## src/rtl/mat_mul_pipe.sv

```systemverilog
// mat_mul_pipe: 2x2 matrix multiplier Z = X*Y with two register stages and
// valid/ready handshakes on both sides.
//   Stage 1: the eight element products plus s1_valid.
//   Stage 2: the four sums (z_mat) plus out_valid.
// Optional feature macro: MAT_MUL_OUT_SAT_EN clamps each result element to the
// OW-bit range. Without it, each element wraps modulo 2^OW.
module mat_mul_pipe #(
  parameter int DW     = 8,
  parameter bit SIGNED = 1'b0
) (
  input  logic            clk,
  input  logic            rst,
  input  logic            in_valid,
  output logic            in_ready,
  input  logic [4*DW-1:0] x_mat,
  input  logic [4*DW-1:0] y_mat,
  output logic            out_valid,
  input  logic            out_ready,
  output logic [8*DW-1:0] z_mat,
  output logic [1:0]      in_flight
);

  localparam int OW = 2 * DW;

  logic          s1_valid;
  logic          ld1, ld2;
  logic          s1_valid_n, out_valid_n;
  logic [OW-1:0] prod    [8];
  logic [OW-1:0] s1_prod [8];
  logic [8*DW-1:0] z_n;

  // Extend an operand to OW bits so that the low OW bits of the product are
  // exact in both signed and unsigned modes.
  function automatic logic [OW-1:0] ext_op(input logic [DW-1:0] a);
    return SIGNED ? {{DW{a[DW-1]}}, a} : {{DW{1'b0}}, a};
  endfunction

  // Handshake: stage 2 loads when empty or drained, and stage 1 loads when
  // it is empty or its contents move on to stage 2.
  always_comb begin
    ld2         = !out_valid || out_ready;
    in_ready    = !s1_valid || ld2;
    ld1         = in_ready;
    s1_valid_n  = ld1 ? in_valid : s1_valid;
    out_valid_n = ld2 ? s1_valid : out_valid;
  end

  // Element products. prod[(2*i+j)*2+k] = x[i][k] * y[k][j].
  always_comb begin
    for (int unsigned i = 0; i < 2; i++) begin
      for (int unsigned j = 0; j < 2; j++) begin
        for (int unsigned k = 0; k < 2; k++) begin
          prod[(2*i+j)*2+k] = ext_op(x_mat[(2*i+k)*DW +: DW]) *
                              ext_op(y_mat[(2*k+j)*DW +: DW]);
        end
      end
    end
  end

  // Sum each pair of products into a result element, then wrap or clamp it.
  always_comb begin
    z_n = '0;
    for (int unsigned e = 0; e < 4; e++) begin
`ifdef MAT_MUL_OUT_SAT_EN
      logic [OW:0] s;
      if (SIGNED) begin
        s = {s1_prod[2*e][OW-1], s1_prod[2*e]} + {s1_prod[2*e+1][OW-1], s1_prod[2*e+1]};
        // The sum has overflowed when its top two bits differ. The top bit
        // then gives the true sign, which selects the clamp value.
        if (s[OW] != s[OW-1]) begin
          z_n[e*OW +: OW] = s[OW] ? {1'b1, {(OW-1){1'b0}}} : {1'b0, {(OW-1){1'b1}}};
        end else begin
          z_n[e*OW +: OW] = s[OW-1:0];
        end
      end else begin
        s = {1'b0, s1_prod[2*e]} + {1'b0, s1_prod[2*e+1]};
        z_n[e*OW +: OW] = s[OW] ? '1 : s[OW-1:0];
      end
`else
      z_n[e*OW +: OW] = s1_prod[2*e] + s1_prod[2*e+1];
`endif
    end
  end

  // Pipeline registers. Reset clears everything and overrides any transfer.
  always_ff @(posedge clk) begin
    if (rst) begin
      s1_valid  <= 1'b0;
      out_valid <= 1'b0;
      in_flight <= '0;
      z_mat     <= '0;
      s1_prod   <= '{default: '0};
    end else begin
      s1_valid  <= s1_valid_n;
      out_valid <= out_valid_n;
      in_flight <= {1'b0, s1_valid_n} + {1'b0, out_valid_n};
      if (ld1) s1_prod <= prod;
      if (ld2) z_mat   <= z_n;
    end
  end

endmodule

```

## config.mk

```make
export PLATFORM = sky130hd
export DESIGN_NAME = mat_mul_pipe
export DESIGN_NICKNAME = d
export VERILOG_FILES = /design/src/rtl/mat_mul_pipe.sv
export SDC_FILE = /design/constraint.sdc
export NUM_CORES = 1
export LEC_CHECK = 0
export ABC_AREA = 1
export CAP_MARGIN = 20
export CORE_ASPECT_RATIO = 1.5
export CORE_MARGIN = 2
export CORE_UTILIZATION = 55
export CTS_CLUSTER_SIZE = 28
export DETAILED_ROUTE_END_ITERATION = 7
export GPL_TIMING_DRIVEN = 0
export HOLD_SLACK_MARGIN = 0.06
export PLACE_DENSITY_LB_ADDON = 0.08
export SLEW_MARGIN = 20
export SYNTH_ARGS = -nofsm -noshare
export SYNTH_HDL_FRONTEND = slang
export SYNTH_SLANG_ARGS = --single-unit
```

## constraint.sdc

```tcl
create_clock -name clk -period 6.85 [get_ports clk]
set_clock_uncertainty 0.15 [all_clocks]
set_input_delay 1.7125 -clock clk [delete_from_list [all_inputs] [get_ports clk]]
set_output_delay 1.7125 -clock clk [all_outputs]
set_load 0.02 [all_outputs]
```

* Word-level counts from Yosys, hierarchy flattened *
Index checks and enable logic that the tools add are counted.

operators by class
  add/subtract/negate cells = 5
  multiply operators = 8
  multiplexer cells = 2
  reduce and logical (&&, ||, !) cells = 4

operator list
  operator            count
  $mul A8 B8 Y16      8
  $add A16 B16 Y16    4
  $add A1 B1 Y2       1
  $logic_not A1 Y1    2
  $logic_or A1 B1 Y1  2
  $mux W1             2

word-level totals
  register bits = 196
  input port bits = 68
  output and inout port bits = 68
  word-level logic and storage cells = 31

* Logic depth before layout (Yosys ltp) *
  depth after elaboration = 5
  depth in mapped cells = 23
  depth with buffers taken out = 21

* Least setup slack after synthesis *
No wires, ideal clock.

  kind = input -> register
  start = input port x_mat[21]
  end = register s1_prod[58] (netlist bit)
  library setup time = 109 ps
  data arrival time = 5375 ps
  path slack = 1216 ps
  stages on the path = 20
  buffers on the path = 2
  cell sequence = clkbuf_1 > clkbuf_1 > nand2_1 > fa_1 > fa_1 > inv_1 > fa_1 > inv_1 > fa_1 > inv_1 > ha_1 > nand2_1 > nand2_1 > nand2_1 > nand2_1 > a21oi_1 > xor2_1 > nand2_1 > nand2_1 > inv_1

on the way
  word-level cells in the longest chain between the ends = 1

ends and longest elaborated chain
  element               line  RTL
  start, declared       15    input logic [4*DW-1:0] x_mat,
  $mul A8 B8 Y16        53    prod[(2*i+j)*2+k] = ext_op(x_mat[(2*i+k)*DW +: DW]) *
  end signal, assigned  97    if (ld1) s1_prod <= prod;
  end, declared         29    logic [OW-1:0] s1_prod [8];

No other way between the ends.
A chain may end at the register's enable or synchronous reset.

* Worst setup path after layout *
  start = input port y_mat[26]
  end = register s1_prod[76] (netlist bit)

on the way
  word-level cells in the longest chain between the ends = 1

ends and longest elaborated chain
  element          line  RTL
  start, declared  16    input logic [4*DW-1:0] y_mat,
  $mul A8 B8 Y16   53

No other way between the ends.

==> results by group <==
Outcome
  – Outcome: complete, no violations

Timing
  – Final min period: 6.25 ns
  – Hold WS: 0.327 ns
  – Final hold violation count: 0
  – RSZ-0062 raised after global routing: false
  – Fmax: 0.160 GHz
  – Slew @ Worst Pin: 0.942 ns
  – Setup ws final: 0.600 ns
  – Setup violations, final: 0
  – Final period utilization: 91.2%
  – Final Max Slew Viols: 0
  – Rel. slew slack: 37.2%
  – Setup_tns: 0 ns

Yosys
  – Synth Cell Area: 29600 um2
  – Post-Synthesis Cells: 4607
  – Async set or reset register ratio after synthesis: 0%
  – Synth area leader: fa_1
  – Sequential share of the synthesized area: 13.2%
  – Synth Flop Type: dfxtp_1
  – Top-count cell post-synth: inv_1
  – #FFs+latches synth: 196
  – EDFF count, synth: 0
  – Top cells by count, synth: inv_1, nand2_1, ha_1, nor2_1, fa_1
  – Dominant cells by area after synthesis: fa_1, inv_1, nand2_1
  – Yosys warning count: 0
  – Unique masters post-synth: 26
  – Synth Net Count: 5316
  – Avg Inst Size Synth: 6.43 um2
  – Synth top area share: 19.7%

Worst setup path
  – RR Endpoint: z_mat[56]$_SDFFE_PP0N_
  – Crit path max fanout: 10
  – Reg2Reg Depth: 8
  – Startpoint Class: primary input
  – R2R Path Start: out_valid$_SDFF_PP0_
  – Worst setup path endpoint: s1_prod[76]$_SDFFE_PP0N_
  – Reg2reg setup slack: 4.29 ns
  – CP Class: in -> reg
  – CP arrival: 6.47 ns
  – Crit end category: flip-flop
  – Worst path required time: 7.07 ns
  – Crit. Startpoint: y_mat[26]

Global routing
  – GRT Resource Usage Total: 32.6%
  – Grt ovf: 0
  – Initial antenna violation count: 1
  – Largest net degree at the start of global routing: 18
  – Vias in the first global route: 26712
  – First-pass GRT wire length: 142 mm

Worst hold path
  – Hold Path Class: reg -> reg

Floorplan
  – Height of the die: 288 um
  – Boundary pin count: 136
  – Die Wd: 193 um
  – Row Count: 104
  – Area of the core: 53500 um2
  – Initial core utilization: 55.4%
  – Die area: 55800 um2

Clock tree
  – TritonCTS Buffers: 17
  – Post-CTS Setup Bufs: 0
  – Post-CTS sizing: 0
  – CTS tree: built
  – Clock Sinks: 196
  – H-tree depth: 4
  – Clock latency on the worst-skew pair: 0.47 ns
  – Root Buffer: clkbuf_16
  – Worst-path clk slew: 0.07 ns
  – Hold Buf Count CTS: 0
  – Clock tree buffer depth: 2

Pwr
  – Power density cells: 299 nW/um2
  – Leak Pwr: 21.0 nW
  – Peak supply drop: 167 uV
  – Overall Power: 9.49 mW

Placed design
  – Post-placement cell count: 5367
  – I/O Buffers: 71
  – Post-DP HPWL: 74.3 mm
  – Worst slack, placed: 0.170 ns
  – Dpl cell area: 31200 um2
  – Routability cong.: 0.992

Drt
  – DRC viols: 0
  – Drt via density: 4.99
  – Pre-Repair DR Iteration Count: 5
  – Total wire length after detailed routing: 89.3 mm
  – Total number of vias: 26958
  – Drt initial violations: 1506
  – Routed len/inst: 16.5 um
  – Routed Antenna Nets: 0

Final layout
  – Area of the multi-input gates: 20100 um2
  – Synth-to-Final Area Change: 7.31%
  – Fin util: 59.4%
  – NumNets Final: 5406
  – Sequential cell area: 3920 um2
  – Layout cells sized above 1: 2.27%
  – Design Area, Final: 31800 um2
  – Diodes inserted: 0
  – Final Instance Count excl. Fillers: 5399
  – Fillers: 5406

Job
  – Max cap viols: 0
## placed cells by master, fill, tap and decap left out
master and count:
nand2_1 1254, inv_2 2, clkdlybuf4s50_1 71, nand4_1 32, bufinv_16 2, xor2_1 48, clkinv_2 2, or2_2 36
nand3_1 254, buf_4 3, clkbuf_1 155, nor2_4 2, inv_6 3, ha_1 349, nor3_1 12, dfxtp_1 196
buf_1 1, fa_1 292, clkinvlp_4 4, o211ai_1 10, a21oi_1 143, xnor2_1 8, nor2_1 346, nand3b_1 2
inv_1 1285, o21ai_0 109, o21bai_1 16, buf_6 2, buf_2 30, clkbuf_16 17, o21ai_1 12, clkinv_4 3
a21o_1 8, clkbuf_8 1
## kinds of logic after synthesis
| family | Yosys count | share of synthesized area (%) |
|---|---|---|
| AO/OA/AOI/OAI | 298 | 5.32 |
| XOR/XNOR | 56 | 1.66 |
| adder cells (fa/ha/maj) | 641 | 34.5 |
| buffers and inverters | 1478 | 18.9 |
| flip-flops | 196 | 13.2 |
| AND/OR/NAND/NOR | 1938 | 26.3 |
## area by class of cell
type / count / area share (%)
multi-input combinational: 2933 / 63.2
inverter: 1287 / 15.2
sequential: 196 / 12.3
tap: 689 / 2.71
buffer: 191 / 2.46
timing repair buffer: 71 / 2.24
clock buffer: 18 / 1.38
clock inverter: 14 / 0.480
## critical path, cell delays in order
cell,delay [ns]
clkbuf_1,0.46
clkbuf_1,0.61
nand2_1,0.18
fa_1,0.56
fa_1,0.55
inv_1,0.05
fa_1,0.49
inv_1,0.06
fa_1,0.48
inv_1,0.04
ha_1,0.33
nand2_1,0.16
a21oi_1,0.06
o21ai_0,0.27
nand3_1,0.11
nand2_1,0.07
nand3_1,0.14
nand2_1,0.10
inv_1,0.04
## report_power, final
part	switching, mW	internal (mW)
Clock	0.493	0.551
Combinational	4.24	2.44
Sequential	0.249	1.51
## how the worst min path moves through the flow
| stage | start | to | slack [ns] | cells after the start |
|---|---|---|---|---|
| global route | s1_prod[96]$_SDFFE_PP0N_ | s1_prod[96]$_SDFFE_PP0N_ | 0.35 | 2 |
| finish | s1_prod[112]$_SDFFE_PP0N_ | s1_prod[112]$_SDFFE_PP0N_ | 0.33 | 2 |
| CTS | s1_prod[48]$_SDFFE_PP0N_ | s1_prod[48]$_SDFFE_PP0N_ | 0.32 | 2 |
| global placement | s1_prod[48]$_SDFFE_PP0N_ | s1_prod[48]$_SDFFE_PP0N_ | 0.31 | 2 |
| detailed placement | s1_prod[48]$_SDFFE_PP0N_ | s1_prod[48]$_SDFFE_PP0N_ | 0.31 | 2 |
| floorplan | s1_prod[48]$_SDFFE_PP0N_ | s1_prod[48]$_SDFFE_PP0N_ | 0.30 | 2 |
## per-layer routing
metal  GRT usage (%)  share of wire (%)  vias up
li1                -                  -    13595
met5               0              0.013        -
met2            58.4                 48      796
met1            35.7                 38    12289
met4            24.5                8.7        2
met3            3.57                5.3      276
## state kept, by name (all words and copies together), names as in the netlist
signal,cells
s1_prod,128
in_flight,2
z_mat,64
s1_valid,1
out_valid,1
Power figures use the tool's default switching activity.
